$ cat config.mk
export PLATFORM = sky130hd
export DESIGN_NAME = decode_queue_mw
export DESIGN_NICKNAME = d
export VERILOG_FILES = /design/src/rtl/decode_queue_mw.sv
export SDC_FILE = /design/constraint.sdc
export NUM_CORES = 2
export LEC_CHECK = 0
export BUFFER_PORTS_ARGS = -buffer_cell sky130_fd_sc_hd__buf_2
export CAP_MARGIN = 0
export CORE_AREA = 2 2 454 276
export CTS_CLUSTER_DIAMETER = 30
export DETAILED_ROUTE_END_ITERATION = 8
export DIE_AREA = 0 0 456 278
export PLACE_DENSITY = 0.67
export REMOVE_ABC_BUFFERS = 1
export SYNTH_ARGS = -nofsm -noshare
export SYNTH_HDL_FRONTEND = slang
export SYNTH_SLANG_ARGS = --single-unit
$ cat constraint.sdc
create_clock -name CLK -period 17 [get_ports CLK]
set_input_delay 3.4 -clock CLK [delete_from_list [all_inputs] [get_ports CLK]]
set_output_delay 3.4 -clock CLK [all_outputs]
set_load 0.005 [all_outputs]
$ cat src/rtl/decode_queue_mw.sv
// Multi-issue decode queue between fetch and decode: circular buffer of {instr, pc}
// with multi-lane enqueue, show-ahead multi-lane dispatch, flush and serialize mode.
module decode_queue_mw #(
    parameter int DEPTH = 16,
    parameter int IN_W  = 2,
    parameter int OUT_W = 2,
    parameter int AW    = $clog2(DEPTH)
) (
    input  logic                CLK,
    input  logic                RESET,
    input  logic                FLUSH,
    input  logic                SYS,
    input  logic                STALL_IN_IF,
    input  logic                STALL_IN_ID,
    input  logic [IN_W-1:0]     IN_VALID,
    input  logic [32*IN_W-1:0]  Instr_IN,
    input  logic [32*IN_W-1:0]  Instr_PC_IN,
    output logic [32*OUT_W-1:0] Instr_OUT,
    output logic [32*OUT_W-1:0] Instr_PC_OUT,
    output logic [OUT_W-1:0]    OUT_VALID,
    output logic                STALL_OUT_IF,
    output logic                STALL_OUT_ID,
    output logic [AW:0]         COUNT
);

    localparam int CW = AW + 1;

    logic [31:0]   instr_mem_q [DEPTH];
    logic [31:0]   pc_mem_q    [DEPTH];

    logic [AW-1:0] rd_ptr_q, rd_ptr_d;
    logic [AW-1:0] wr_ptr_q, wr_ptr_d;
    logic [CW-1:0] count_q,  count_d;

    logic [CW-1:0] free_cnt;
    logic [CW-1:0] n_in;
    logic [CW-1:0] n_out;
    logic [CW-1:0] avail;
    logic          push;

    // Admission looks only at the occupancy at the start of the cycle.
    always_comb begin
        free_cnt     = CW'(DEPTH) - count_q;
        STALL_OUT_IF = (free_cnt < CW'(IN_W));
        STALL_OUT_ID = (count_q == '0);
        push         = ~FLUSH & ~STALL_IN_IF & ~STALL_OUT_IF;
    end

    always_comb begin
        n_in = '0;
        if (push) begin
            for (int i = 0; i < IN_W; i++) begin
                n_in = n_in + CW'(IN_VALID[i]);
            end
        end
    end

    always_comb begin
        if (SYS) begin
            avail = (count_q != '0) ? CW'(1) : '0;
        end else begin
            avail = (count_q < CW'(OUT_W)) ? count_q : CW'(OUT_W);
        end
        n_out = (STALL_IN_ID | FLUSH) ? '0 : avail;
    end

    always_comb begin
        if (FLUSH) begin
            count_d  = '0;
            wr_ptr_d = '0;
            rd_ptr_d = '0;
        end else begin
            count_d  = count_q + n_in - n_out;
            wr_ptr_d = wr_ptr_q + n_in[AW-1:0];
            rd_ptr_d = rd_ptr_q + n_out[AW-1:0];
        end
    end

    always_ff @(posedge CLK or negedge RESET) begin
        if (!RESET) begin
            count_q  <= '0;
            wr_ptr_q <= '0;
            rd_ptr_q <= '0;
        end else begin
            count_q  <= count_d;
            wr_ptr_q <= wr_ptr_d;
            rd_ptr_q <= rd_ptr_d;
        end
    end

    // Storage is not reset; occupancy gates everything that reaches the outputs.
    always_ff @(posedge CLK) begin
        for (int i = 0; i < IN_W; i++) begin
            if (push && IN_VALID[i]) begin
                instr_mem_q[wr_ptr_q + AW'(i)] <= Instr_IN[32*i +: 32];
                pc_mem_q[wr_ptr_q + AW'(i)]    <= Instr_PC_IN[32*i +: 32];
            end
        end
    end

    for (genvar j = 0; j < OUT_W; j++) begin : g_out
        logic          lane_vld;
        logic [AW-1:0] lane_idx;

        assign lane_vld  = (CW'(j) < avail);
        assign lane_idx  = rd_ptr_q + AW'(j);
        assign OUT_VALID[j]            = lane_vld;
        assign Instr_OUT[32*j +: 32]    = lane_vld ? instr_mem_q[lane_idx] : 32'h0;
        assign Instr_PC_OUT[32*j +: 32] = lane_vld ? pc_mem_q[lane_idx]    : 32'h0;
    end

    assign COUNT = count_q;

endmodule

==> qor.yml <==
run_status:
  outcome: "completed"
cells_and_area:
  finalCoreUtilization_pct: 56.50
  layout.nets: 3932
  drive_gt1_share_pct: 56.38
  area_growth_syn_to_layout_pct: 13.68
cts:
  cts_resized: 0
  path_clk_slew_ns: 0.06
  numCtsBuffers: 171
  cts.sinks: 1037
  clkLatencyLatePin_ns: 0.80
  postCtsSetupBuffers: 0
  ctsHoldBuffers: 0
  h-tree-depth: 4
  clockBufferDepth: 3
  tritoncts: "yes"
  root_buffer: "clkbuf_16"
floorplan:
  boundaryPins: 273
  core_area_sq_um: 122700
  fp.dieH_um: 278
  die_w_um: 456
  dieArea_sq_um: 126800
  rows: 100
  floorplan.initialDensity_pct: 49.70
synth:
  ys_ff_latch: 1037
  synthMuxAreaShare_pct: 39.43
  yosysSeqAreaShare_pct: 50.94
  avgSynthCellArea_sq_um: 16.57
  synth_edf_count: 1024
  synthAdderAreaFrac_pct: 0.4800
  synth_top_family_by_area: "multiplexers"
  netlist_area_sq_um: 61000
  synthSimpleGateAreaFrac_pct: 1.889
  syn_inst: 3682
  synth-xor-area-share_pct: 0.1662
  ys.flop_type: "edfxtp_1"
  synth-async-reset-ratio_pct: 1.254
  synth_compound_area_share_pct: 3.787
  ys_types: 52
  ys_warn_count: 0
route:
  antenna_left: 0
  drc: 0
  via_count: 38829
  post_drt_wl_per_cell_um: 36.01
  dr.pass1.iters: 5
  vias_per_cell: 6.984
  routed_wl_um: 200200
  first_iter_violations: 5235
pwr:
  leakagePower_nw: 22.04
  pwr-share-seq_pct: 35.2
  combinationalPowerShare_pct: 21.6
  ir_drop_uv: 113.7
  switchingPower_mw: 2.364
  power_mw: 8.313
  intPower_mw: 5.949
  p_clk_share_pct: 43.2
  p_per_area_nw_per_um2: 119.9
  p_sw_share_pct: 28.44
sta:
  maxSlewViolCount: 0
  relSlewSlack_pct: 19.93
  whs_ns: 0.7236
  period_minus_slack_ns: 9.602
  tightest_slew_ns: 1.201
  finalClockSkew_ns: 0.02657
  setup_viol: 0
  rsz0062_at_grt: "no"
  min_period_over_period_pct: 56.48
  max_freq_ghz: 0.1042
  hold_viol: 0
worst_setup_path:
  cp_max_fo: 61
  required_ns: 13.60
  path_class: "flop to output pin"
  crit_path_start_kind: "flop"
  critPathCaptureType: "output pin"
  cp.arrival_ns: 6.20
global_route:
  grt_pass1_wl_um: 287100
  grt_overflow: 0
  grt_start_max_net_pins: 97
  grt_pass1_vias: 37949
  grt_usage_pct: 31.42
  antenna_found_initial: 22
min_path:
  hold_path.class: "flop to flop"
run:
  maxCapViolCount: 0
place:
  gp_congestion: 0.8241
  io_buffer_count: 272
  dpl.hpwl_um: 108600
-- registers in the layout, summed over array words and instances (netlist names) --
register,cells
COUNT,5
rd_ptr_q,4
instr_mem_q,512
pc_mem_q,512
wr_ptr_q,4
-- power by group through the flow --
| stage | registers [mW] | clock network [mW] | logic [mW] |
|---|---|---|---|
| detailed placement | 2.97 | 0 | 1.79 |
| global placement | 2.97 | 0 | 1.78 |
| CTS | 2.92 | 3.62 | 1.80 |
| global route | 2.93 | 3.74 | 1.91 |
| floorplan | 3.05 | 0 | 1.56 |
| finish | 2.92 | 3.59 | 1.80 |
-- cell type report --
class,count,area [sq um]
diodes,8,20.02
clock buffers,195,4559
clock inverters,123,1338
fillers,9524,53400
inverters,19,71.32
multi-input cells,2187,28200
flip-flops and latches,1037,31090
well taps,1632,2042
repair buffers,359,2027
-- worst max-delay path, stage by stage (launching register included) --
cell      delay, ns
dfrtp_4        0.64
buf_4          0.60
buf_4          0.82
buf_4          0.89
buf_4          0.83
mux4_2         0.59
nor2b_1        0.14
a211oi_1       0.38
a211oi_1       0.17
buf_2          0.21
-- Yosys cell counts (2+ instances only) --
| cell | count | share of area (%) |
|---|---|---|
| nor4_4 | 4 | 0.14 |
| xor2_1 | 3 | 0.043 |
| mux2i_1 | 63 | 1.0 |
| a211oi_1 | 127 | 1.6 |
| nand2b_1 | 4 | 0.041 |
| a21oi_1 | 5 | 0.041 |
| nor4_1 | 4 | 0.041 |
| mux2_4 | 90 | 2.2 |
| o22ai_1 | 2 | 0.021 |
| xnor2_1 | 6 | 0.086 |
| mux2_2 | 919 | 17 |
| clkbuf_1 | 253 | 1.6 |
| fa_1 | 4 | 0.13 |
| nor2_1 | 26 | 0.16 |
| or3_1 | 2 | 0.021 |
| o21ai_0 | 65 | 0.53 |
| nor2_2 | 3 | 0.031 |
| buf_1 | 75 | 0.46 |
| nand3b_1 | 2 | 0.025 |
| buf_4 | 3 | 0.037 |
| ha_1 | 17 | 0.35 |
| or2_2 | 2 | 0.021 |
| a31oi_1 | 64 | 0.66 |
| mux4_2 | 513 | 19 |
| a21o_1 | 4 | 0.049 |
| buf_6 | 14 | 0.26 |
| buf_8 | 6 | 0.15 |
| nand2_1 | 76 | 0.47 |
| a22oi_1 | 64 | 0.79 |
| edfxtp_1 | 1024 | 50 |
| or4_1 | 3 | 0.037 |
| o21bai_1 | 5 | 0.062 |
| buf_2 | 88 | 0.72 |
| dfrtp_1 | 13 | 0.53 |
| mux2_1 | 15 | 0.28 |
| inv_1 | 18 | 0.11 |
| nor2b_1 | 72 | 0.74 |
| nand3_1 | 5 | 0.041 |
| nor3_1 | 6 | 0.049 |
-- logic make-up after synthesis --
kind of cell             count (synthesis)
multiplexers                          1600
flip-flops                            1037
buffers and inverters                  458
AO/OA/AOI/OAI                          341
AND/OR/NAND/NOR                        215
adder cells (fa/ha/maj)                 21
XOR/XNOR                                10
-- cells in the final DEF (no fill, tap or decap), types with 5 or more instances in the layout --
| cell type | n |
|---|---|
| dfrtp_1 | 9 |
| o21ai_0 | 65 |
| mux4_2 | 513 |
| nor3_1 | 5 |
| clkinv_4 | 14 |
| a21oi_1 | 5 |
| a211oi_1 | 127 |
| nor2b_1 | 72 |
| nor2_4 | 17 |
| clkbuf_1 | 14 |
| a31oi_1 | 64 |
| mux2_2 | 919 |
| clkinv_1 | 24 |
| diode_2 | 8 |
| a22oi_1 | 64 |
| buf_4 | 86 |
| o21bai_4 | 5 |
| edfxtp_1 | 1024 |
| clkbuf_16 | 179 |
| ha_1 | 16 |
| buf_2 | 272 |
| bufinv_16 | 22 |
| mux2_4 | 90 |
| clkinv_2 | 24 |
| inv_6 | 20 |
| xnor2_1 | 6 |
| inv_1 | 18 |
| mux2i_1 | 63 |
| mux2_1 | 15 |
| clkinvlp_4 | 16 |
| nand2_1 | 75 |
| nor2_1 | 12 |
-- per-stage QoR --
step                setup TNS [ns]  worst slack, ns  std cells  instance area [sq um]
finish                           0            7.398       5560                  69340
global route                     0            6.958       5559                  69340
CTS                              0            7.349       5552                  69320
detailed placement               0            8.183       5234                  63430
global placement                 0            8.244       5234                  63430
floorplan                  -855.00           -10.04       3243                  59060
-- final timing paths --
| path | start | endpoint | slack (ns) | depth (start not counted) |
|---|---|---|---|---|
| worst max register to register | COUNT[1] | pc_mem_q[12][22] | 11.74 | 11 |
| min in group asynchronous | RESET | wr_ptr_q[2] | 2.52 | 1 |
| max in group asynchronous | RESET | rd_ptr_q[3] | 14.15 | 1 |
| worst min register to register | wr_ptr_q[3] | wr_ptr_q[3] | 0.72 | 2 |
| worst min-delay path | wr_ptr_q[3] | wr_ptr_q[3] | 0.72 | 2 |
| worst max-delay path | rd_ptr_q[0] | Instr_PC_OUT[3] | 7.40 | 9 |
-- routing by layer --
layer	part of all wire, %	global-route usage [%]
met2	45	46.69
met3	11	7.484
met1	41	45.38
met4	3.0	11.06
met5	0.047	0
Note: power is estimated with default switching activity, not from simulation.
